$ cat src/rtl/dot_product_sequencer_if.sv
// Stream bundle for dot_product_sequencer: element input stream plus result output stream.
interface dot_product_sequencer_if #(
  parameter int unsigned ACC_W = 20
);
  logic                    io_in_valid;
  logic                    io_in_ready;
  logic signed [7:0]       io_in_act;
  logic signed [7:0]       io_in_weight;
  logic signed [ACC_W-1:0] io_bias;
  logic                    io_out_valid;
  logic                    io_out_ready;
  logic signed [ACC_W-1:0] io_out_result;
  logic                    io_out_overflow;

  modport master (
    output io_in_valid, io_in_act, io_in_weight, io_bias, io_out_ready,
    input  io_in_ready, io_out_valid, io_out_result, io_out_overflow
  );

  modport slave (
    input  io_in_valid, io_in_act, io_in_weight, io_bias, io_out_ready,
    output io_in_ready, io_out_valid, io_out_result, io_out_overflow
  );
endinterface

$ cat src/rtl/dot_product_sequencer.sv
// Streaming signed 8x8 dot-product engine: accumulates VEC_LEN products onto a bias per vector.
// Optional saturating accumulation with sticky overflow flag when DOT_SAT_EN is defined.
module dot_product_sequencer #(
  parameter int unsigned VEC_LEN = 4,
  parameter int unsigned ACC_W   = 20
) (
  input logic              clock,
  input logic              reset,
  dot_product_sequencer_if.slave io
);

  localparam int unsigned CNT_W = (VEC_LEN > 1) ? $clog2(VEC_LEN) : 1;
  localparam logic [CNT_W-1:0] LAST_IDX = CNT_W'(VEC_LEN - 1);

  typedef enum logic {
    ACCUM = 1'b0,
    HOLD  = 1'b1
  } state_e;

  state_e                  state_q;
  logic [CNT_W-1:0]        count_q;
  logic signed [ACC_W-1:0] acc_q;
  logic signed [ACC_W-1:0] result_q;
  logic                    out_valid_q;

  logic                    accept;
  logic                    first;
  logic signed [15:0]      act_ext;
  logic signed [15:0]      wt_ext;
  logic signed [15:0]      prod;
  logic signed [ACC_W-1:0] prod_ext;
  logic signed [ACC_W-1:0] base;
  logic signed [ACC_W-1:0] acc_d;

  assign io.io_in_ready = (state_q == ACCUM) && !reset;
  assign accept         = io.io_in_valid && io.io_in_ready;
  assign first          = (count_q == '0);

  // Sign-extend both operands so the low 16 product bits are the exact signed product.
  assign act_ext  = {{8{io.io_in_act[7]}}, io.io_in_act};
  assign wt_ext   = {{8{io.io_in_weight[7]}}, io.io_in_weight};
  assign prod     = act_ext * wt_ext;
  assign prod_ext = {{(ACC_W-16){prod[15]}}, prod};
  assign base     = first ? io.io_bias : acc_q;

`ifdef DOT_SAT_EN
  localparam logic signed [ACC_W-1:0] ACC_MAX = {1'b0, {(ACC_W-1){1'b1}}};
  localparam logic signed [ACC_W-1:0] ACC_MIN = {1'b1, {(ACC_W-1){1'b0}}};

  logic [ACC_W:0] sum_wide;
  logic           clamp;
  logic           ovf_q;
  logic           ovf_d;
  logic           out_ovf_q;

  // One guard bit detects signed overflow; clamp toward the sign of the true sum.
  always_comb begin
    sum_wide = {base[ACC_W-1], base} + {prod_ext[ACC_W-1], prod_ext};
    clamp    = sum_wide[ACC_W] != sum_wide[ACC_W-1];
    acc_d    = sum_wide[ACC_W-1:0];
    if (clamp) begin
      acc_d = sum_wide[ACC_W] ? ACC_MIN : ACC_MAX;
    end
    ovf_d = (first ? 1'b0 : ovf_q) | clamp;
  end

  // Sticky per-vector overflow, captured into the output with the result.
  always_ff @(posedge clock) begin
    if (reset) begin
      ovf_q     <= 1'b0;
      out_ovf_q <= 1'b0;
    end else if ((state_q == ACCUM) && accept) begin
      ovf_q <= ovf_d;
      if (count_q == LAST_IDX) begin
        out_ovf_q <= ovf_d;
      end
    end
  end

  assign io.io_out_overflow = out_ovf_q;
`else
  assign acc_d              = base + prod_ext;
  assign io.io_out_overflow = 1'b0;
`endif

  // Sequencing FSM: ACCUM consumes elements, HOLD presents the result until handshake.
  always_ff @(posedge clock) begin
    if (reset) begin
      state_q     <= ACCUM;
      count_q     <= '0;
      acc_q       <= '0;
      result_q    <= '0;
      out_valid_q <= 1'b0;
    end else begin
      case (state_q)
        ACCUM: begin
          if (accept) begin
            acc_q <= acc_d;
            if (count_q == LAST_IDX) begin
              count_q     <= '0;
              result_q    <= acc_d;
              out_valid_q <= 1'b1;
              state_q     <= HOLD;
            end else begin
              count_q <= count_q + CNT_W'(1);
            end
          end
        end
        HOLD: begin
          if (io.io_out_ready) begin
            out_valid_q <= 1'b0;
            state_q     <= ACCUM;
          end
        end
        default: begin
          state_q <= ACCUM;
        end
      endcase
    end
  end

  assign io.io_out_valid  = out_valid_q;
  assign io.io_out_result = result_q;

endmodule
$ cat src/flat_wrapper.sv
// flat-port wrapper written by rule: the top's interface ports become plain ports
module dot_product_sequencer_flat 
#(
  parameter int unsigned VEC_LEN = 4,
  parameter int unsigned ACC_W   = 20
)
  (clock, reset, io_io_in_valid, io_io_in_act, io_io_in_weight, io_io_bias, io_io_out_ready, io_io_in_ready, io_io_out_valid, io_io_out_result, io_io_out_overflow);
  dot_product_sequencer_if #(.ACC_W(ACC_W)) io_i ();
  input logic clock;
  input logic reset;
  input wire logic [$bits(io_i.io_in_valid)-1:0] io_io_in_valid;
  input wire logic [$bits(io_i.io_in_act)-1:0] io_io_in_act;
  input wire logic [$bits(io_i.io_in_weight)-1:0] io_io_in_weight;
  input wire logic [$bits(io_i.io_bias)-1:0] io_io_bias;
  input wire logic [$bits(io_i.io_out_ready)-1:0] io_io_out_ready;
  output wire logic [$bits(io_i.io_in_ready)-1:0] io_io_in_ready;
  output wire logic [$bits(io_i.io_out_valid)-1:0] io_io_out_valid;
  output wire logic [$bits(io_i.io_out_result)-1:0] io_io_out_result;
  output wire logic [$bits(io_i.io_out_overflow)-1:0] io_io_out_overflow;
  assign io_i.io_in_valid = io_io_in_valid;
  assign io_i.io_in_act = io_io_in_act;
  assign io_i.io_in_weight = io_io_in_weight;
  assign io_i.io_bias = io_io_bias;
  assign io_i.io_out_ready = io_io_out_ready;
  assign io_io_in_ready = io_i.io_in_ready;
  assign io_io_out_valid = io_i.io_out_valid;
  assign io_io_out_result = io_i.io_out_result;
  assign io_io_out_overflow = io_i.io_out_overflow;
  dot_product_sequencer #(.VEC_LEN(VEC_LEN), .ACC_W(ACC_W)) u_core (.clock(clock), .reset(reset), .io(io_i));
endmodule
$ cat config.mk
export PLATFORM = sky130hd
export DESIGN_NAME = dot_product_sequencer_flat
export DESIGN_NICKNAME = d
export VERILOG_FILES = /design/src/rtl/dot_product_sequencer_if.sv /design/src/rtl/dot_product_sequencer.sv /design/src/flat_wrapper.sv
export SDC_FILE = /design/constraint.sdc
export NUM_CORES = 1
export LEC_CHECK = 0
export CORE_MARGIN = 3
export CORE_UTILIZATION = 35
export DETAILED_ROUTE_END_ITERATION = 8
export HOLD_SLACK_MARGIN = 0.05
export PLACE_DENSITY_LB_ADDON = 0.08
export SLEW_MARGIN = 30
export SYNTH_ARGS = -nofsm -noshare
export SYNTH_HDL_FRONTEND = slang
export SYNTH_SLANG_ARGS = --single-unit
$ cat constraint.sdc
create_clock -name clock -period 13.2 [get_ports clock]
set_input_delay 3.3 -clock clock [delete_from_list [all_inputs] [get_ports clock]]
set_output_delay 3.3 -clock clock [all_outputs]
set_load 0.01 [all_outputs]
==> results.sh <==
export IMPL_insertion_delay_ps=290
export IMPL_first_iter_violations=95
export IMPL_dpl_hpwl_mm=10.3
export IMPL_reg2reg_to="u_core.acc_q[16]"
export IMPL_gr_total_overflow=0
export IMPL_routed_wl_mm=12.2
export IMPL_die_h_um=129
export IMPL_swShare=0.517
export IMPL_fin_crit_sh=0.647
export IMPL_hold_class="register to register"
export IMPL_cts_tree="done"
export IMPL_synth_area_um2=5320
export IMPL_die_x_um=129
export IMPL_worst_pin_slew_ps=763
export IMPL_cap_violations=0
export IMPL_die_area_um2=16700
export IMPL_n_antenna_cell=0
export IMPL_antenna_found_initial=0
export IMPL_synth_async_sr_flop_share=0
export IMPL_grt_use_total=0.162
export IMPL_post_route_drc_count=0
export IMPL_p_clk_frac=0.076
export IMPL_ant_nets=0
export IMPL_netlist_instances=567
export IMPL_wire_per_inst_um=15.1
export IMPL_r2r_cells=20
export IMPL_hold_buffers=0
export IMPL_final_min_clock_period_ps=8540
export IMPL_path_cells="clkdlybuf4s50_1 > and2_1 > inv_1 > fa_1 > inv_1 > fa_1 > fa_1 > fa_1 > fa_1 > ha_1 > o21ai_0 > o21ai_2 > a31oi_1 > o21ai_0 > xnor2_1 > o21ai_0"
export IMPL_setup_worst_path_end="u_core.acc_q[13]"
export IMPL_cts_resized_gates=0
export IMPL_grt_start_max_net_pins=46
export IMPL_synth_edf_count=0
export IMPL_critPathLaunch="io_io_in_weight[0]"
export IMPL_finalSetupTns_ps=0
export IMPL_vdd_drop_max_v=0.000183
export IMPL_synth_fp_nets=743
export IMPL_cts_buffers=5
export IMPL_vias=3890
export IMPL_synth_area_top_cells="fa_1, dfxtp_1, ha_1"
export IMPL_maxSlewViolCount=0
export IMPL_cp_max_fo=12
export IMPL_synth_ff_type="dfxtp_1"
export IMPL_hold_path_depth=2
export IMPL_rows=44
export IMPL_via_per_inst=4.83
export IMPL_p_seq_frac=0.104
export IMPL_start_kind="input port"
export IMPL_final_util=0.425
export IMPL_fin_nets=796
export IMPL_root_buffer="clkbuf_16"
export IMPL_r2r_slack_ps=7760
export IMPL_crit_top_cell="fa_1"
export IMPL_setup_viol=0
export IMPL_start_util=0.362
export IMPL_clockBufferDepth=2
export IMPL_ys_types=41
export IMPL_synth_top_cell_area_share=0.331
export IMPL_synth_warnings=0
export IMPL_rr_startpoint="u_core.count_q[0]"
export IMPL_cts_reportedPaths_clkPinSlew_ps=60
export IMPL_pin_count=63
export IMPL_powerDensity_nw_per_um2=266
export IMPL_timing_fmax_mhz=117
export IMPL_synth_seq_cells=44
export IMPL_gp_congestion=0.763
export IMPL_slew_headroom=0.490
export IMPL_max_stage_delay_ps=560
export IMPL_grt_pass1_wl_mm=21.7
export IMPL_slowest_stage="clkdlybuf4s50_1"
export IMPL_core_area_um2=14700
export IMPL_p_int_w=0.000800
export IMPL_power_leakage_nw=2.85
export IMPL_endpoint_kind="register"
export IMPL_cts_setup_buffers=0
export IMPL_syn_to_final_growth_pct=17.4
export IMPL_grt_setup_unrepaired="no"
export IMPL_seqCellArea_um2=881
export IMPL_p_comb_frac=0.820
export IMPL_grt_pass1_vias=4329
export IMPL_synth_area_leader_cell="fa_1"
export IMPL_multiInputGateArea_um2=4020
export IMPL_arrival_ps=8680
export IMPL_path_class="input port to register"
export IMPL_status="finished, final reports clean"
export IMPL_yosysSeqAreaShare=0.166
export IMPL_numPortBuffers=61
export IMPL_cp_required_ps=13330
export IMPL_htreeDepth=2
export IMPL_syn_area_per_cell_um2=9.39
export IMPL_fin_skew_ps=4.48
export IMPL_drive_above_1_share=0.0242
export IMPL_n_fill_cell=1448
export IMPL_power_switching_w=0.000858
export IMPL_drt_pre_antenna_iters=4
export IMPL_hold_viol=0
export IMPL_clock_sinks=44
==> final cells by class <==
class                           instances  area share
Clock buffer                            8      0.0234
Sequential cell                        44       0.141
Inverter                               92      0.0553
Multi-Input combinational cell        414       0.643
Tap cell                              184      0.0369
Timing Repair Buffer                   63       0.100
==> metrics by stage <==
stage	area, um2	hold WS (ps)	power, W	cells	setup WS [ps]
after floorplan	5320	446	0.00122	567	5510
after detailed placement	6100	449	0.00156	797	4330
after CTS	6240	458	0.00170	805	4600
final	6240	455	0.00166	805	4660
after global routing	6240	479	0.00189	805	4300
after global placement	6100	446	0.00155	797	4370
==> cell families after synthesis <==
group / synth area share
adder cells (fa/ha/maj): 0.444
multiplexers: 0.0381
flip-flops: 0.166
XOR/XNOR: 0.0362
AND/OR/NAND/NOR: 0.145
AO/OA/AOI/OAI: 0.0908
other: 0.000705
buffers and inverters: 0.0797
==> worst min-delay path by stage <==
stage               slack (ps)                          end                        start
CTS                        460  u_core.io.io_out_result[11]  u_core.io.io_out_result[11]
global placement           450       u_core.io.io_out_valid       u_core.io.io_out_valid
detailed placement         450  u_core.io.io_out_result[11]  u_core.io.io_out_result[11]
finish                     460  u_core.io.io_out_result[11]  u_core.io.io_out_result[11]
floorplan                  450              u_core.acc_q[0]              u_core.acc_q[0]
global route               480   u_core.io.io_out_result[9]   u_core.io.io_out_result[9]
==> sequential cells by signal (all words and copies together), names as in the netlist <==
name,count
u_core.acc_q,20
u_core.count_q,2
u_core.io.io_out_result,20
u_core.io.io_out_valid,1
u_core.state_q,1
==> power by group through the flow <==
stage	logic (W)	registers, W	clock network, W
2_1_floorplan	0.00105	0.000172	0
3_3_place_gp	0.00137	0.000175	0
3_5_place_dp	0.00138	0.000176	0
4_1_cts	0.00139	0.000173	0.000130
5_1_grt	0.00158	0.000176	0.000135
6_report	0.00136	0.000173	0.000126
==> worst max-delay path: cells and delay by family <==
kind / cells / cell delay (ps)
XOR/XNOR: 1 / 280
AND/OR/NAND/NOR: 1 / 260
adder cells (fa/ha/maj): 6 / 2810
buffers and inverters: 3 / 1160
AO/OA/AOI/OAI: 5 / 860
==> layout by cell type, fill, tap and decap left out, types with 21 or more instances in the layout <==
| cell type | instances |
|---|---|
| dfxtp_1 | 44 |
| ha_1 | 48 |
| inv_1 | 91 |
| and2_1 | 33 |
| a21oi_1 | 25 |
| nor2_1 | 21 |
| o21ai_0 | 27 |
| fa_1 | 88 |
| nand2_1 | 65 |
| clkdlybuf4s50_1 | 61 |
==> synth_stat cells, types with 3 or more instances <==
library cell and instances:
clkbuf_1 7, mux2i_1 18, nand2_1 65, nand3b_1 18, a211oi_1 6, and2_1 33, xnor2_1 18, a21oi_1 25
nor2_1 21, o21ai_0 27, o21a_1 3, o21bai_1 5, buf_2 9, dfxtp_1 44, fa_1 88, xor2_1 4
nand2b_1 8, ha_1 48, nand3_1 3, inv_1 91
==> layer usage <==
| metal | up-vias | track usage | wire [um] |
|---|---|---|---|
| met1 | 1925 | 0.219 | 5510 |
| met2 | 57 | 0.280 | 6190 |
| met5 | - | 0 | 0 |
| li1 | 1896 | - | - |
| met4 | 0 | 0.0315 | 134 |
| met3 | 12 | 0.0198 | 325 |
No activity file was read; power rests on OpenSTA's default activity.
